## config.mk

```make
export PLATFORM = sky130hd
export DESIGN_NAME = acc_rsp_id_tracker_flat
export DESIGN_NICKNAME = d
export VERILOG_FILES = /design/src/rtl/acc_pkg.sv /design/src/rtl/acc_rsp_id_tracker_if.sv /design/src/rtl/acc_id_fifo.sv /design/src/rtl/acc_rsp_id_tracker.sv /design/src/flat_wrapper.sv
export SDC_FILE = /design/constraint.sdc
export NUM_CORES = 1
export LEC_CHECK = 0
export ABC_AREA = 1
export CELL_PAD_IN_SITES_DETAIL_PLACEMENT = 1
export CELL_PAD_IN_SITES_GLOBAL_PLACEMENT = 1
export CORE_ASPECT_RATIO = 1.1
export CORE_UTILIZATION = 23
export CTS_BUF_LIST = sky130_fd_sc_hd__clkbuf_8
export CTS_CLUSTER_SIZE = 40
export DETAILED_ROUTE_END_ITERATION = 10
export PLACE_DENSITY_LB_ADDON = 0.1
export SETUP_SLACK_MARGIN = 0.5
export SLEW_MARGIN = 15
export SYNTH_ARGS = -nofsm -noshare
export SYNTH_HDL_FRONTEND = slang
export SYNTH_HIERARCHICAL = 1
export SYNTH_SLANG_ARGS = --single-unit
```

## constraint.sdc

```tcl
create_clock -name clk_i -period 2.2 [get_ports clk_i]
set_input_delay 0.44 -clock clk_i [delete_from_list [all_inputs] [get_ports clk_i]]
set_output_delay 0.44 -clock clk_i [all_outputs]
set_load 0.005 [all_outputs]
```

## src/rtl/acc_pkg.sv

```systemverilog
// Shared types for the accelerator response path: extended request ID and
// the response channel bundle, plus a pointer-width helper.
package acc_pkg;

    localparam int unsigned ExtIdWidth = 2;
    localparam int unsigned DataWidth  = 32;

    typedef logic [ExtIdWidth-1:0] ext_id_t;

    typedef struct packed {
        logic [DataWidth-1:0] data;
        logic                 error;
        ext_id_t              id;
    } acc_rsp_chan_t;

    // A single-entry FIFO still needs a one-bit pointer to index its storage.
    function automatic int unsigned ptr_width(input int unsigned depth);
        if (depth > 32'd1) begin
            return $clog2(depth);
        end else begin
            return 32'd1;
        end
    endfunction

endpackage

```

## src/rtl/acc_rsp_id_tracker_if.sv

```systemverilog
// Request/response handshake bundle between interconnect, tracker and accelerator.
// slave = tracker side, master = environment side.
interface acc_rsp_id_tracker_if import acc_pkg::*; #(
    parameter int unsigned DataWidth  = acc_pkg::DataWidth,
    parameter int unsigned ExtIdWidth = acc_pkg::ExtIdWidth
) ();

    logic                  slv_q_valid;
    logic                  slv_q_ready;
    logic [ExtIdWidth-1:0] slv_q_id;
    logic                  slv_q_wb;
    logic                  acc_q_valid;
    logic                  acc_q_ready;
    logic                  acc_p_valid;
    logic                  acc_p_ready;
    logic [DataWidth-1:0]  acc_p_data;
    logic                  acc_p_error;
    logic                  slv_p_valid;
    logic                  slv_p_ready;
    logic [DataWidth-1:0]  slv_p_data;
    logic                  slv_p_error;
    logic [ExtIdWidth-1:0] slv_p_id;

    modport slave (
        input  slv_q_valid, slv_q_id, slv_q_wb, acc_q_ready,
        input  acc_p_valid, acc_p_data, acc_p_error, slv_p_ready,
        output slv_q_ready, acc_q_valid, acc_p_ready,
        output slv_p_valid, slv_p_data, slv_p_error, slv_p_id
    );

    modport master (
        output slv_q_valid, slv_q_id, slv_q_wb, acc_q_ready,
        output acc_p_valid, acc_p_data, acc_p_error, slv_p_ready,
        input  slv_q_ready, acc_q_valid, acc_p_ready,
        input  slv_p_valid, slv_p_data, slv_p_error, slv_p_id
    );

endinterface

```

## src/rtl/acc_id_fifo.sv

```systemverilog
// Small ID FIFO: circular storage with read/write pointers and a fill counter.
// Push is ignored when full and pop when empty.
module acc_id_fifo import acc_pkg::*; #(
    parameter int unsigned Depth      = 4,
    parameter int unsigned ExtIdWidth = 2,
    parameter int unsigned CntWidth   = $clog2(Depth + 1)
) (
    input  logic                  clk_i,
    input  logic                  rst_i,
    input  logic                  push_i,
    input  logic                  pop_i,
    input  logic [ExtIdWidth-1:0] id_i,
    output logic [ExtIdWidth-1:0] id_o,
    output logic                  full_o,
    output logic                  empty_o,
    output logic [CntWidth-1:0]   count_o
);

    localparam int unsigned PtrWidth = ptr_width(Depth);

    logic [ExtIdWidth-1:0] mem_q [Depth];
    logic [PtrWidth-1:0]   wr_ptr_q, wr_ptr_d;
    logic [PtrWidth-1:0]   rd_ptr_q, rd_ptr_d;
    logic [CntWidth-1:0]   count_q,  count_d;
    logic                  push_ok_s, pop_ok_s;

    function automatic logic [PtrWidth-1:0] inc_ptr(input logic [PtrWidth-1:0] ptr);
        if (ptr == PtrWidth'(Depth - 1)) begin
            return {PtrWidth{1'b0}};
        end else begin
            return ptr + PtrWidth'(1);
        end
    endfunction

    assign full_o    = (count_q == CntWidth'(Depth));
    assign empty_o   = (count_q == {CntWidth{1'b0}});
    assign push_ok_s = push_i & ~full_o;
    assign pop_ok_s  = pop_i & ~empty_o;
    assign id_o      = mem_q[rd_ptr_q];
    assign count_o   = count_q;

    // Next pointer and fill-level computation.
    always_comb begin
        wr_ptr_d = wr_ptr_q;
        rd_ptr_d = rd_ptr_q;
        count_d  = count_q;
        if (push_ok_s) begin
            wr_ptr_d = inc_ptr(wr_ptr_q);
        end else begin
            wr_ptr_d = wr_ptr_q;
        end
        if (pop_ok_s) begin
            rd_ptr_d = inc_ptr(rd_ptr_q);
        end else begin
            rd_ptr_d = rd_ptr_q;
        end
        case ({push_ok_s, pop_ok_s})
            2'b10:   count_d = count_q + CntWidth'(1);
            2'b01:   count_d = count_q - CntWidth'(1);
            default: count_d = count_q;
        endcase
    end

    // Pointer and counter registers.
    always_ff @(posedge clk_i) begin
        if (rst_i) begin
            wr_ptr_q <= {PtrWidth{1'b0}};
            rd_ptr_q <= {PtrWidth{1'b0}};
            count_q  <= {CntWidth{1'b0}};
        end else begin
            wr_ptr_q <= wr_ptr_d;
            rd_ptr_q <= rd_ptr_d;
            count_q  <= count_d;
        end
    end

    // ID storage; stale entries are unreachable once the pointers reset.
    always_ff @(posedge clk_i) begin
        if (push_ok_s) begin
            mem_q[wr_ptr_q] <= id_i;
        end
    end

endmodule

```

## src/rtl/acc_rsp_id_tracker.sv

```systemverilog
// Re-attaches extended IDs to in-order accelerator responses and bounds outstanding
// writeback requests. ACC_RSP_ID_TRACKER_SPILL_EN registers the response path.
module acc_rsp_id_tracker import acc_pkg::*; #(
    parameter int unsigned DataWidth  = 32,
    parameter int unsigned ExtIdWidth = 2,
    parameter int unsigned Depth      = 4,
    parameter int unsigned CntWidth   = $clog2(Depth + 1)
) (
    input  logic                 clk_i,
    input  logic                 rst_i,
    acc_rsp_id_tracker_if.slave  bus,
    output logic [CntWidth-1:0]  outstanding_o,
    output logic                 spurious_o
);

    logic                  full_s, empty_s, blocked_s, push_s, pop_s;
    logic [ExtIdWidth-1:0] head_id_s;
    logic [DataWidth-1:0]  rsp_data_s;

    acc_id_fifo #(
        .Depth      (Depth),
        .ExtIdWidth (ExtIdWidth),
        .CntWidth   (CntWidth)
    ) i_id_fifo (
        .clk_i   (clk_i),
        .rst_i   (rst_i),
        .push_i  (push_s),
        .pop_i   (pop_s),
        .id_i    (bus.slv_q_id),
        .id_o    (head_id_s),
        .full_o  (full_s),
        .empty_o (empty_s),
        .count_o (outstanding_o)
    );

    // Only writeback requests need a slot; a pop in the same cycle cannot free one.
    assign blocked_s       = bus.slv_q_wb & full_s;
    assign bus.acc_q_valid = bus.slv_q_valid & ~blocked_s;
    assign bus.slv_q_ready = bus.acc_q_ready & ~blocked_s;
    assign push_s          = bus.slv_q_valid & bus.slv_q_ready & bus.slv_q_wb;

    assign rsp_data_s = bus.acc_p_data;
    assign spurious_o = bus.acc_p_valid & empty_s;

`ifdef ACC_RSP_ID_TRACKER_SPILL_EN
    logic                  spill_full_q, spill_full_d;
    logic [ExtIdWidth-1:0] spill_id_q,   spill_id_d;
    logic [DataWidth-1:0]  spill_data_q, spill_data_d;
    logic                  spill_err_q,  spill_err_d;
    logic                  load_s, drain_s;

    assign drain_s         = spill_full_q & bus.slv_p_ready;
    assign load_s          = bus.acc_p_valid & ~empty_s & (~spill_full_q | bus.slv_p_ready);
    assign pop_s           = load_s;
    assign bus.acc_p_ready = ~spill_full_q | bus.slv_p_ready | empty_s;
    assign bus.slv_p_valid = spill_full_q;
    assign bus.slv_p_id    = spill_id_q;
    assign bus.slv_p_data  = spill_data_q;
    assign bus.slv_p_error = spill_err_q;

    // Spill register next state: load wins over drain so throughput stays 1/cycle.
    always_comb begin
        spill_full_d = spill_full_q;
        spill_id_d   = spill_id_q;
        spill_data_d = spill_data_q;
        spill_err_d  = spill_err_q;
        if (load_s) begin
            spill_full_d = 1'b1;
            spill_id_d   = head_id_s;
            spill_data_d = rsp_data_s;
            spill_err_d  = bus.acc_p_error;
        end else if (drain_s) begin
            spill_full_d = 1'b0;
        end else begin
            spill_full_d = spill_full_q;
        end
    end

    // Spill register state.
    always_ff @(posedge clk_i) begin
        if (rst_i) begin
            spill_full_q <= 1'b0;
            spill_id_q   <= {ExtIdWidth{1'b0}};
            spill_data_q <= {DataWidth{1'b0}};
            spill_err_q  <= 1'b0;
        end else begin
            spill_full_q <= spill_full_d;
            spill_id_q   <= spill_id_d;
            spill_data_q <= spill_data_d;
            spill_err_q  <= spill_err_d;
        end
    end
`else
    // An empty FIFO means the response has no owner: accept and drop it.
    assign bus.slv_p_valid = bus.acc_p_valid & ~empty_s;
    assign bus.acc_p_ready = bus.slv_p_ready | empty_s;
    assign bus.slv_p_id    = head_id_s;
    assign bus.slv_p_data  = rsp_data_s;
    assign bus.slv_p_error = bus.acc_p_error;
    assign pop_s           = bus.acc_p_valid & bus.acc_p_ready & ~empty_s;
`endif

endmodule

```

## src/flat_wrapper.sv

```systemverilog
// flat-port wrapper written by rule: the top's interface ports become plain ports
module acc_rsp_id_tracker_flat import acc_pkg::*;
#(
    parameter int unsigned DataWidth  = 32,
    parameter int unsigned ExtIdWidth = 2,
    parameter int unsigned Depth      = 4,
    parameter int unsigned CntWidth   = $clog2(Depth + 1)
)
  (clk_i, rst_i, outstanding_o, spurious_o, bus_slv_q_valid, bus_slv_q_id, bus_slv_q_wb, bus_acc_q_ready, bus_acc_p_valid, bus_acc_p_data, bus_acc_p_error, bus_slv_p_ready, bus_slv_q_ready, bus_acc_q_valid, bus_acc_p_ready, bus_slv_p_valid, bus_slv_p_data, bus_slv_p_error, bus_slv_p_id);
  acc_rsp_id_tracker_if #(.DataWidth(DataWidth), .ExtIdWidth(ExtIdWidth)) bus_i ();
  input  logic clk_i;
  input  logic rst_i;
  output logic [CntWidth-1:0] outstanding_o;
  output logic spurious_o;
  input wire logic [$bits(bus_i.slv_q_valid)-1:0] bus_slv_q_valid;
  input wire logic [$bits(bus_i.slv_q_id)-1:0] bus_slv_q_id;
  input wire logic [$bits(bus_i.slv_q_wb)-1:0] bus_slv_q_wb;
  input wire logic [$bits(bus_i.acc_q_ready)-1:0] bus_acc_q_ready;
  input wire logic [$bits(bus_i.acc_p_valid)-1:0] bus_acc_p_valid;
  input wire logic [$bits(bus_i.acc_p_data)-1:0] bus_acc_p_data;
  input wire logic [$bits(bus_i.acc_p_error)-1:0] bus_acc_p_error;
  input wire logic [$bits(bus_i.slv_p_ready)-1:0] bus_slv_p_ready;
  output wire logic [$bits(bus_i.slv_q_ready)-1:0] bus_slv_q_ready;
  output wire logic [$bits(bus_i.acc_q_valid)-1:0] bus_acc_q_valid;
  output wire logic [$bits(bus_i.acc_p_ready)-1:0] bus_acc_p_ready;
  output wire logic [$bits(bus_i.slv_p_valid)-1:0] bus_slv_p_valid;
  output wire logic [$bits(bus_i.slv_p_data)-1:0] bus_slv_p_data;
  output wire logic [$bits(bus_i.slv_p_error)-1:0] bus_slv_p_error;
  output wire logic [$bits(bus_i.slv_p_id)-1:0] bus_slv_p_id;
  assign bus_i.slv_q_valid = bus_slv_q_valid;
  assign bus_i.slv_q_id = bus_slv_q_id;
  assign bus_i.slv_q_wb = bus_slv_q_wb;
  assign bus_i.acc_q_ready = bus_acc_q_ready;
  assign bus_i.acc_p_valid = bus_acc_p_valid;
  assign bus_i.acc_p_data = bus_acc_p_data;
  assign bus_i.acc_p_error = bus_acc_p_error;
  assign bus_i.slv_p_ready = bus_slv_p_ready;
  assign bus_slv_q_ready = bus_i.slv_q_ready;
  assign bus_acc_q_valid = bus_i.acc_q_valid;
  assign bus_acc_p_ready = bus_i.acc_p_ready;
  assign bus_slv_p_valid = bus_i.slv_p_valid;
  assign bus_slv_p_data = bus_i.slv_p_data;
  assign bus_slv_p_error = bus_i.slv_p_error;
  assign bus_slv_p_id = bus_i.slv_p_id;
  acc_rsp_id_tracker #(.DataWidth(DataWidth), .ExtIdWidth(ExtIdWidth), .Depth(Depth), .CntWidth(CntWidth)) u_core (.clk_i(clk_i), .rst_i(rst_i), .bus(bus_i), .outstanding_o(outstanding_o), .spurious_o(spurious_o));
endmodule
```

==> run_results.csv, run 1 <==
group,metric,value,unit
outcome,result_of_the_run,"finished, final reports clean",
worst_setup_path,critical-path-max-stage-delay,500,ps
drt,viasPerCell,4.084,
cells_and_area,num-fill-cells,569,
sta,slew_headroom,82.06,%
yosys,avgSynthCellArea,8.242,um^2
yosys,seq_area_frac_synth,36.96,%
sta,hold_violations,0,
drt,drt_iter0_drc,7,
sta,final_critical_path_setup_slack,381.6,ps
worst_setup_path,critical_path_launch_point,"bus_slv_q_valid",
worst_setup_path,critical-path-slowest-cell,"sky130_fd_sc_hd__clkdlybuf4s50_1",
worst_setup_path,worstPathRequired,1760,ps
cells_and_area,stdcell_area,0.001403,mm^2
pwr,power.share.combinational,18.7,%
yosys,netlist.top_cell.by_area,"sky130_fd_sc_hd__buf_4",
yosys,synth_top_cells_by_area,"sky130_fd_sc_hd__buf_4, sky130_fd_sc_hd__edfxtp_1, sky130_fd_sc_hd__dfxtp_1",
clock_network,clkLatencyLatePin,250,ps
pwr,power.leakage,0.6428,nW
cells_and_area,register_area,427.9,um^2
worst_hold_path,worst_hold_path.num_cells,2,
place,dp_worst_setup_slack,-100.3,ps
sta,finalClockSkew,5.562,ps
floorplan,floorplan.initialDensity,24.28,%
place,place.detailed.hpwl,1760,um
cells_and_area,most_frequent_cells_in_the_layout,"sky130_fd_sc_hd__buf_4, sky130_fd_sc_hd__inv_1, sky130_fd_sc_hd__nand2_1",
sta,period_minus_slack,1818,ps
yosys,synthesis.area,0.001137,mm^2
worst_setup_path,crit_path_end,"bus_acc_q_valid",
pwr,cellInternalPower,0.5338,mW
pwr,fin_total_pwr,0.7171,mW
drt,wl_per_cell,11.56,um
cells_and_area,final_common_cell,"sky130_fd_sc_hd__buf_4",
pwr,clock_power_share,33.2,%
worst_setup_path,critical_path_class,"primary input to primary output",
drt,totalWireLength,2335,um
place,place.port_buffers,18,
pwr,netSwitchingFraction,25.56,%
worst_setup_path,cp-end-kind,"primary output",
worst_setup_path,cp.depth,6,
pwr,vdd_drop_max,0.2908,mV
worst_setup_path,crit_chain,"clkdlybuf4s50_1, nand2_4, buf_4, buf_6, inv_1, clkbuf_2",
yosys,yosysTopAreaCellShare,21.78,%
grt,grtUsageTotal,9.324,%
yosys,synth_cell_type_count,19,
floorplan,floorplan.die.width,69.05,um
drt,route.antenna.remaining_nets,0,
yosys,synthesis.nets,187,
clock_network,path_clk_slew,70,ps
cells_and_area,multi_input_gate_area_in_the_final_layout,441.7,um^2
yosys,postSynthRegisterBits,17,
cells_and_area,num-nets-final,196,
worst_setup_path,worst_ep_arrival_time,1380,ps
clock_network,cts_tree,"built",
floorplan,die_height,75.75,um
clock_network,cts-root-buf,"sky130_fd_sc_hd__clkbuf_8",
floorplan,core.rowCount,26,
grt,first_global_vias,879,
yosys,synth.yosys.warnings,6,
sta,post-route-period-util,82.65,%
worst_setup_path,ff2ff_path_depth,17,
run,max-cap-violations,0,
worst_setup_path,critical-path-top-delay-family,"buffers and inverters",
clock_network,cts_buffers,3,
sta,setup-violations-final,0,
cells_and_area,layout-drive-gt1-share,40.41,%
worst_setup_path,crit_fanout,2,
floorplan,area_enclosed_by_the_die_boundary,0.005230,mm^2
sta,slew_of_the_pin_with_the_lowest_slew_margin,268.8,ps
grt,grt_antenna_before_repair,0,
worst_setup_path,r2r_start,"u_core/i_id_fifo/count_o[1]$_SDFFE_PP0P_",
clock_network,cts-root-to-sink-buffers,2,
worst_setup_path,worst_r2r_endpoint,"u_core/i_id_fifo/count_o[2]$_SDFFE_PP0P_",
sta,timing_max_transition_violations_final,0,
worst_hold_path,hold_path.class,"flip-flop to flip-flop",
sta,achievable-frequency,549.9,MHz
pwr,power.sequential.fraction,48.0,%
cells_and_area,diodes,0,
pwr,netSwitchingPower,0.1833,mW
worst_setup_path,worst_setup_path_start_kind,"primary input",
worst_setup_path,path_buf_inv,5,
place,final_estimated_routing_congestion_in_global_placement,0.7187,
floorplan,core_region_area,0.004684,mm^2
drt,detailroute.via_count,825,
clock_network,clock-sinks,17,
clock_network,htree_num_levels,1,
pwr,power.density,511.3,mW/mm^2
grt,grt.overflow.total,0,
yosys,syn_inst,138,
grt,largest_net_degree_at_the_start_of_global_routing,11,
grt,grt_pass1_wl,3843,um
cells_and_area,synthToLayoutAreaGrowth,23.32,%
worst_setup_path,worst_reg2reg_setup_slack,390,ps
sta,rsz0062_at_grt,"yes",
drt,drt_first_pass_iters,2,
floorplan,boundaryPins,85,
drt,detail_route.drc_violations,0,
place,postPlaceCellArea,0.001204,mm^2
cells in the mapped netlist:
| library cell | count |
|---|---|
| sky130_fd_sc_hd__inv_2 | 3 |
| sky130_fd_sc_hd__dfxtp_1 | 9 |
| sky130_fd_sc_hd__a21oi_1 | 6 |
| sky130_fd_sc_hd__nand2_1 | 16 |
| sky130_fd_sc_hd__nor2_1 | 15 |
| sky130_fd_sc_hd__nand3_4 | 2 |
| sky130_fd_sc_hd__nor2_2 | 1 |
| sky130_fd_sc_hd__nand3b_2 | 1 |
| sky130_fd_sc_hd__fa_1 | 1 |
| sky130_fd_sc_hd__buf_4 | 33 |
| sky130_fd_sc_hd__o22ai_1 | 2 |
| sky130_fd_sc_hd__or2_1 | 1 |
| sky130_fd_sc_hd__inv_1 | 22 |
| sky130_fd_sc_hd__ha_1 | 6 |
| sky130_fd_sc_hd__and2_1 | 1 |
| sky130_fd_sc_hd__edfxtp_1 | 8 |
| sky130_fd_sc_hd__o21ai_0 | 6 |
| sky130_fd_sc_hd__nand4_1 | 1 |
| sky130_fd_sc_hd__nand3_1 | 4 |
worst min path at each step:
stage                                                         start                                   endpoint  slack (ps)
final                     u_core/i_id_fifo/rd_ptr_q[1]$_SDFFE_PP0N_  u_core/i_id_fifo/rd_ptr_q[1]$_SDFFE_PP0N_         530
after global routing      u_core/i_id_fifo/wr_ptr_q[0]$_SDFFE_PP0P_  u_core/i_id_fifo/wr_ptr_q[0]$_SDFFE_PP0P_         600
after CTS                 u_core/i_id_fifo/rd_ptr_q[0]$_SDFFE_PP0N_                                  flip-flop         540
after detailed placement  u_core/i_id_fifo/rd_ptr_q[0]$_SDFFE_PP0N_                                  flip-flop         530
after global placement    u_core/i_id_fifo/rd_ptr_q[1]$_SDFFE_PP0N_  u_core/i_id_fifo/rd_ptr_q[1]$_SDFFE_PP0N_         530
after floorplan           u_core/i_id_fifo/rd_ptr_q[1]$_SDFFE_PP0N_                                  flip-flop         480
kinds of logic (layout without fill, tap and decap cells):
| group | count (synthesis) | after routing | synth area share [%] |
|---|---|---|---|
| adders and majority gates | 7 | 7 | 8.361 |
| DFF | 17 | 17 | 36.96 |
| and+or+nand+nor | 42 | 42 | 18.26 |
| buffers and inverters | 58 | 66 | 30.03 |
| AOI/OAI and AO/OA | 14 | 14 | 6.381 |
worst min-delay path, delay by kind of cell (launching register included):
family,cells,cell delay [ps]
AO/OA/AOI/OAI,1,110
flip-flops,1,320
AND/OR/NAND/NOR,1,60
what timing repair did:
action / CTS / global route
gates resized for setup: 31 / 15
hold buffers: 0 / 0
setup buffers: 13 / 2
endpoints found under the setup margin: 9 / 16
pin swaps: 13 / 4
per-layer routing:
metal / vias up / track usage, % / share of wire, %
li1: 409 / - / -
met3: 12 / 3.307 / 6.7
met4: 0 / 4.082 / 1.9
met1: 381 / 9.252 / 40
met5: - / 0 / 0
met2: 23 / 17.91 / 51
power groups by stage:
stage                     Sequential, mW  Combinational [mW]  Clock, mW
after global placement             0.352               0.110          0
after CTS                          0.344               0.130      0.256
after detailed placement           0.352               0.110          0
after floorplan                    0.351               0.102          0
final                              0.344               0.134      0.238
after global routing               0.345               0.150      0.264
layout make-up:
type,count,area share [%]
Clock buffer,3,2.944
Clock inverter,1,0.3568
Inverter,25,7.404
Multi-Input combinational cell,63,31.49
Sequential cell,17,30.51
Tap cell,56,4.996
Timing Repair Buffer,37,22.30
metrics by stage:
step	setup TNS, ps	cells	hold WS [ps]	util [%]
CTS	0	200	536.3	29.41
finish	0	202	533.2	29.94
global placement	-52.36	183	528.8	25.69
detailed placement	-139.9	183	527.4	25.69
floorplan	0	138	482.7	-
global route	0	202	600.5	29.94
(Power assumes the default switching activity.)
==> run 2: changes to the inputs <==
CORE_UTILIZATION = 21   (was 23)
clock period = 1.6 ns   (was 2.2 ns; I/O delays follow)
==> run 2 against run 1 <==
  * The run now ends with setup timing left
  * Final area is 19% higher
  * Total power is 44% higher
  * Register-to-register slack worse by 640 ps
  * Critical path depth rose by 7
  * Combinational power increased by 83%
  * Clock power increased by 34%
  * Global-route usage up 0.61 points
  * Clock skew down 2.6 ps
  * Worst hold slack better by 2.3 ps
  * Sequential cell count unchanged
  * Sequential power is 37% higher
  * Critical endpoint is now u_core/i_id_fifo/count_o[2]$_SDFFE_PP0P_
  * Largest cell class unchanged
  * Largest power group unchanged
  * Highest routed layer unchanged
==> run_results.csv, run 2 (same netlist as run 1, synthesis figures left out) <==
group,metric,value,unit
outcome,result_of_the_run,"complete, but fails checks",
outcome,violations,"setup timing",
drt,drt_first_pass_iters,4,
sta,slew_headroom,81.76,%
worst_setup_path,critical-path-slowest-cell,"sky130_fd_sc_hd__clkdlybuf4s50_1",
grt,grt.overflow.total,0,
floorplan,boundaryPins,85,
worst_setup_path,critical-path-top-delay-family,"buffers and inverters",
worst_setup_path,r2r_start,"u_core/i_id_fifo/count_o[1]$_SDFFE_PP0P_",
sta,achievable-frequency,534.4,MHz
grt,largest_net_degree_at_the_start_of_global_routing,10,
pwr,power.share.combinational,23.7,%
sta,setup_tns,-1249,ps
worst_setup_path,worst_reg2reg_setup_slack,-250,ps
worst_setup_path,crit_path_end,"u_core/i_id_fifo/count_o[2]$_SDFFE_PP0P_",
clock_network,cts-root-to-sink-buffers,2,
drt,detail_route.drc_violations,0,
pwr,netSwitchingFraction,25.97,%
worst_setup_path,critical_path_class,"primary input to flip-flop",
worst_setup_path,critical_path_launch_point,"bus_acc_p_valid",
sta,slew_of_the_pin_with_the_lowest_slew_margin,273.3,ps
worst_setup_path,path_buf_inv,4,
worst_setup_path,worstPathRequired,1780,ps
floorplan,floorplan.die.width,72.17,um
sta,hold_violations,0,
clock_network,cts_buffers,3,
pwr,netSwitchingPower,0.2690,mW
clock_network,clkLatencyLatePin,250,ps
worst_setup_path,worst_setup_path_start_kind,"primary input",
pwr,power.density,618.3,mW/mm^2
drt,detailroute.via_count,909,
clock_network,clock-sinks,17,
sta,timing_max_transition_violations_final,0,
worst_setup_path,critical_path.most_common_cell,"sky130_fd_sc_hd__inv_2",
worst_setup_path,cp.depth,13,
cells_and_area,final_common_cell,"sky130_fd_sc_hd__buf_6",
pwr,power.leakage,0.7247,nW
floorplan,floorplan.initialDensity,22.30,%
grt,grtUsageTotal,9.933,%
cells_and_area,most_frequent_cells_in_the_layout,"sky130_fd_sc_hd__buf_6, sky130_fd_sc_hd__buf_4, sky130_fd_sc_hd__inv_1",
drt,wl_per_cell,11.65,um
clock_network,htree_num_levels,1,
place,place.port_buffers,18,
clock_network,cts-root-buf,"sky130_fd_sc_hd__clkbuf_8",
sta,rsz0062_at_grt,"yes",
sta,period_minus_slack,1871,ps
run,max-cap-violations,0,
cells_and_area,final_cells,232,
pwr,cellInternalPower,0.7669,mW
floorplan,core_region_area,0.005101,mm^2
grt,grt_pass1_wl,4422,um
worst_setup_path,cp-end-kind,"flip-flop",
cells_and_area,num-nets-final,210,
pwr,vdd_drop_max,0.2409,mV
sta,final_critical_path_setup_slack,-271.1,ps
clock_network,path_clk_slew,70,ps
cells_and_area,num-fill-cells,588,
floorplan,core.rowCount,27,
worst_setup_path,crit_chain,"clkdlybuf4s50_1, nand2_4, nor2_4, inv_2, nor2_4, ha_4, inv_2, fa_2, inv_2, nand2_2, nand4_1, nand2_1, nor2_1",
floorplan,die_height,79.19,um
floorplan,area_enclosed_by_the_die_boundary,0.005715,mm^2
cells_and_area,diodes,0,
place,final_estimated_routing_congestion_in_global_placement,0.6485,
clock_network,post_cts_hold_buffer_count,0,
pwr,power.sequential.fraction,45.6,%
grt,grt_antenna_before_repair,0,
drt,viasPerCell,3.918,
worst_setup_path,critical-path-max-stage-delay,530,ps
worst_hold_path,hold_path.class,"flip-flop to flip-flop",
worst_setup_path,crit_fanout,2,
place,dp.cells,207,
cells_and_area,layout-drive-gt1-share,58.75,%
worst_setup_path,ff2ff_path_depth,16,
place,place.detailed.hpwl,1852,um
drt,totalWireLength,2703,um
worst_setup_path,worst_r2r_endpoint,"u_core/i_id_fifo/count_o[2]$_SDFFE_PP0P_",
grt,first_global_vias,988,
cells_and_area,synthToLayoutAreaGrowth,47.30,%
sta,setup-violations-final,13,
sta,finalClockSkew,2.928,ps
pwr,clock_power_share,30.7,%
clock_network,cts_tree,"built",
drt,route.antenna.remaining_nets,0,
worst_setup_path,worst_ep_arrival_time,2060,ps
sta,post-route-period-util,116.9,%
drt,drt_iter0_drc,4,
## run 2: cell count changes in the layout (fill, tap and decap cells not counted), sizes merged
cell and change:
buf +20, dlygate4sd2 -4, clkbuf -2, dlymetal6s2s -2, clkdlybuf4s15 +1, clkdlybuf4s50 +1, clkinv -1, inv +1
## run 2: worst min path at each step
stage | startpoint | endpoint | slack (ps) | depth (start not counted)
final | u_core/i_id_fifo/rd_ptr_q[0]$_SDFFE_PP0N_ | flip-flop | 540 | 2
after global routing | u_core/i_id_fifo/rd_ptr_q[1]$_SDFFE_PP0N_ | flip-flop | 580 | 2
after CTS | u_core/i_id_fifo/rd_ptr_q[0]$_SDFFE_PP0N_ | flip-flop | 530 | 2
after detailed placement | u_core/i_id_fifo/rd_ptr_q[1]$_SDFFE_PP0N_ | flip-flop | 540 | 2
after global placement | u_core/i_id_fifo/rd_ptr_q[1]$_SDFFE_PP0N_ | u_core/i_id_fifo/rd_ptr_q[1]$_SDFFE_PP0N_ | 530 | 2
after floorplan | bus_slv_q_id[0] | u_core/i_id_fifo/mem_q[0][0]$_DFFE_PP_ | 420 | 0
## run 2: metal layers
layer / wire [um] / vias up / global-route usage, % / part of all wire [%]
li1: - / 438 / - / -
met3: 138 / 8 / 3.807 / 5.1
met4: 25 / 0 / 3.922 / 0.92
met5: 0 / - / 0 / 0
met2: 1509 / 27 / 17.38 / 56
met1: 1029 / 436 / 10.64 / 38
## run 2: layout make-up
class	count	area, um^2	share of cell area, %
multi-input cells	63	526.8	31.44
repair buffers	51	474.2	28.30
flip-flops and latches	17	430.4	25.69
inverters	25	108.9	6.497
well taps	72	90.09	5.377
clock buffers	3	41.29	2.465
clock inverters	1	3.754	0.2240
## run 2: worst reg2reg max path: cells and delay by family (launching register included)
kind | cells | cell delay [ps]
flops | 1 | 360
buf+inv | 6 | 300
simple gates | 8 | 650
fa+ha+maj | 2 | 480
## run 2: through the flow
step	util (%)	hold WS, ps	power (mW)	cell area, um^2	setup slack [ps]
after floorplan	-	418.9	0.6295	1204	-248.7
after global placement	25.80	530.3	0.6599	1316	-480.0
after detailed placement	25.80	542.9	0.6606	1316	-523.1
after CTS	30.46	533.0	1.037	1554	-224.5
after global routing	32.84	581.8	1.099	1675	-427.6
final	32.84	535.4	1.036	1675	-271.1
## run 2: power groups by stage
stage          sequential (mW)  combinational (mW)  clock [mW]
3_5_place_dp             0.483               0.177           0
3_3_place_gp             0.483               0.177           0
2_1_floorplan            0.482               0.147           0
4_1_cts                  0.473               0.225       0.338
5_1_grt                  0.473               0.268       0.357
6_report                 0.472               0.245       0.318
## run 2: timing repair
action                     CTS  global route
pin swaps                   15            13
setup endpoints to repair   27            27
setup buffers               14             7
gates resized for setup     79            21
gates cloned                 0             0
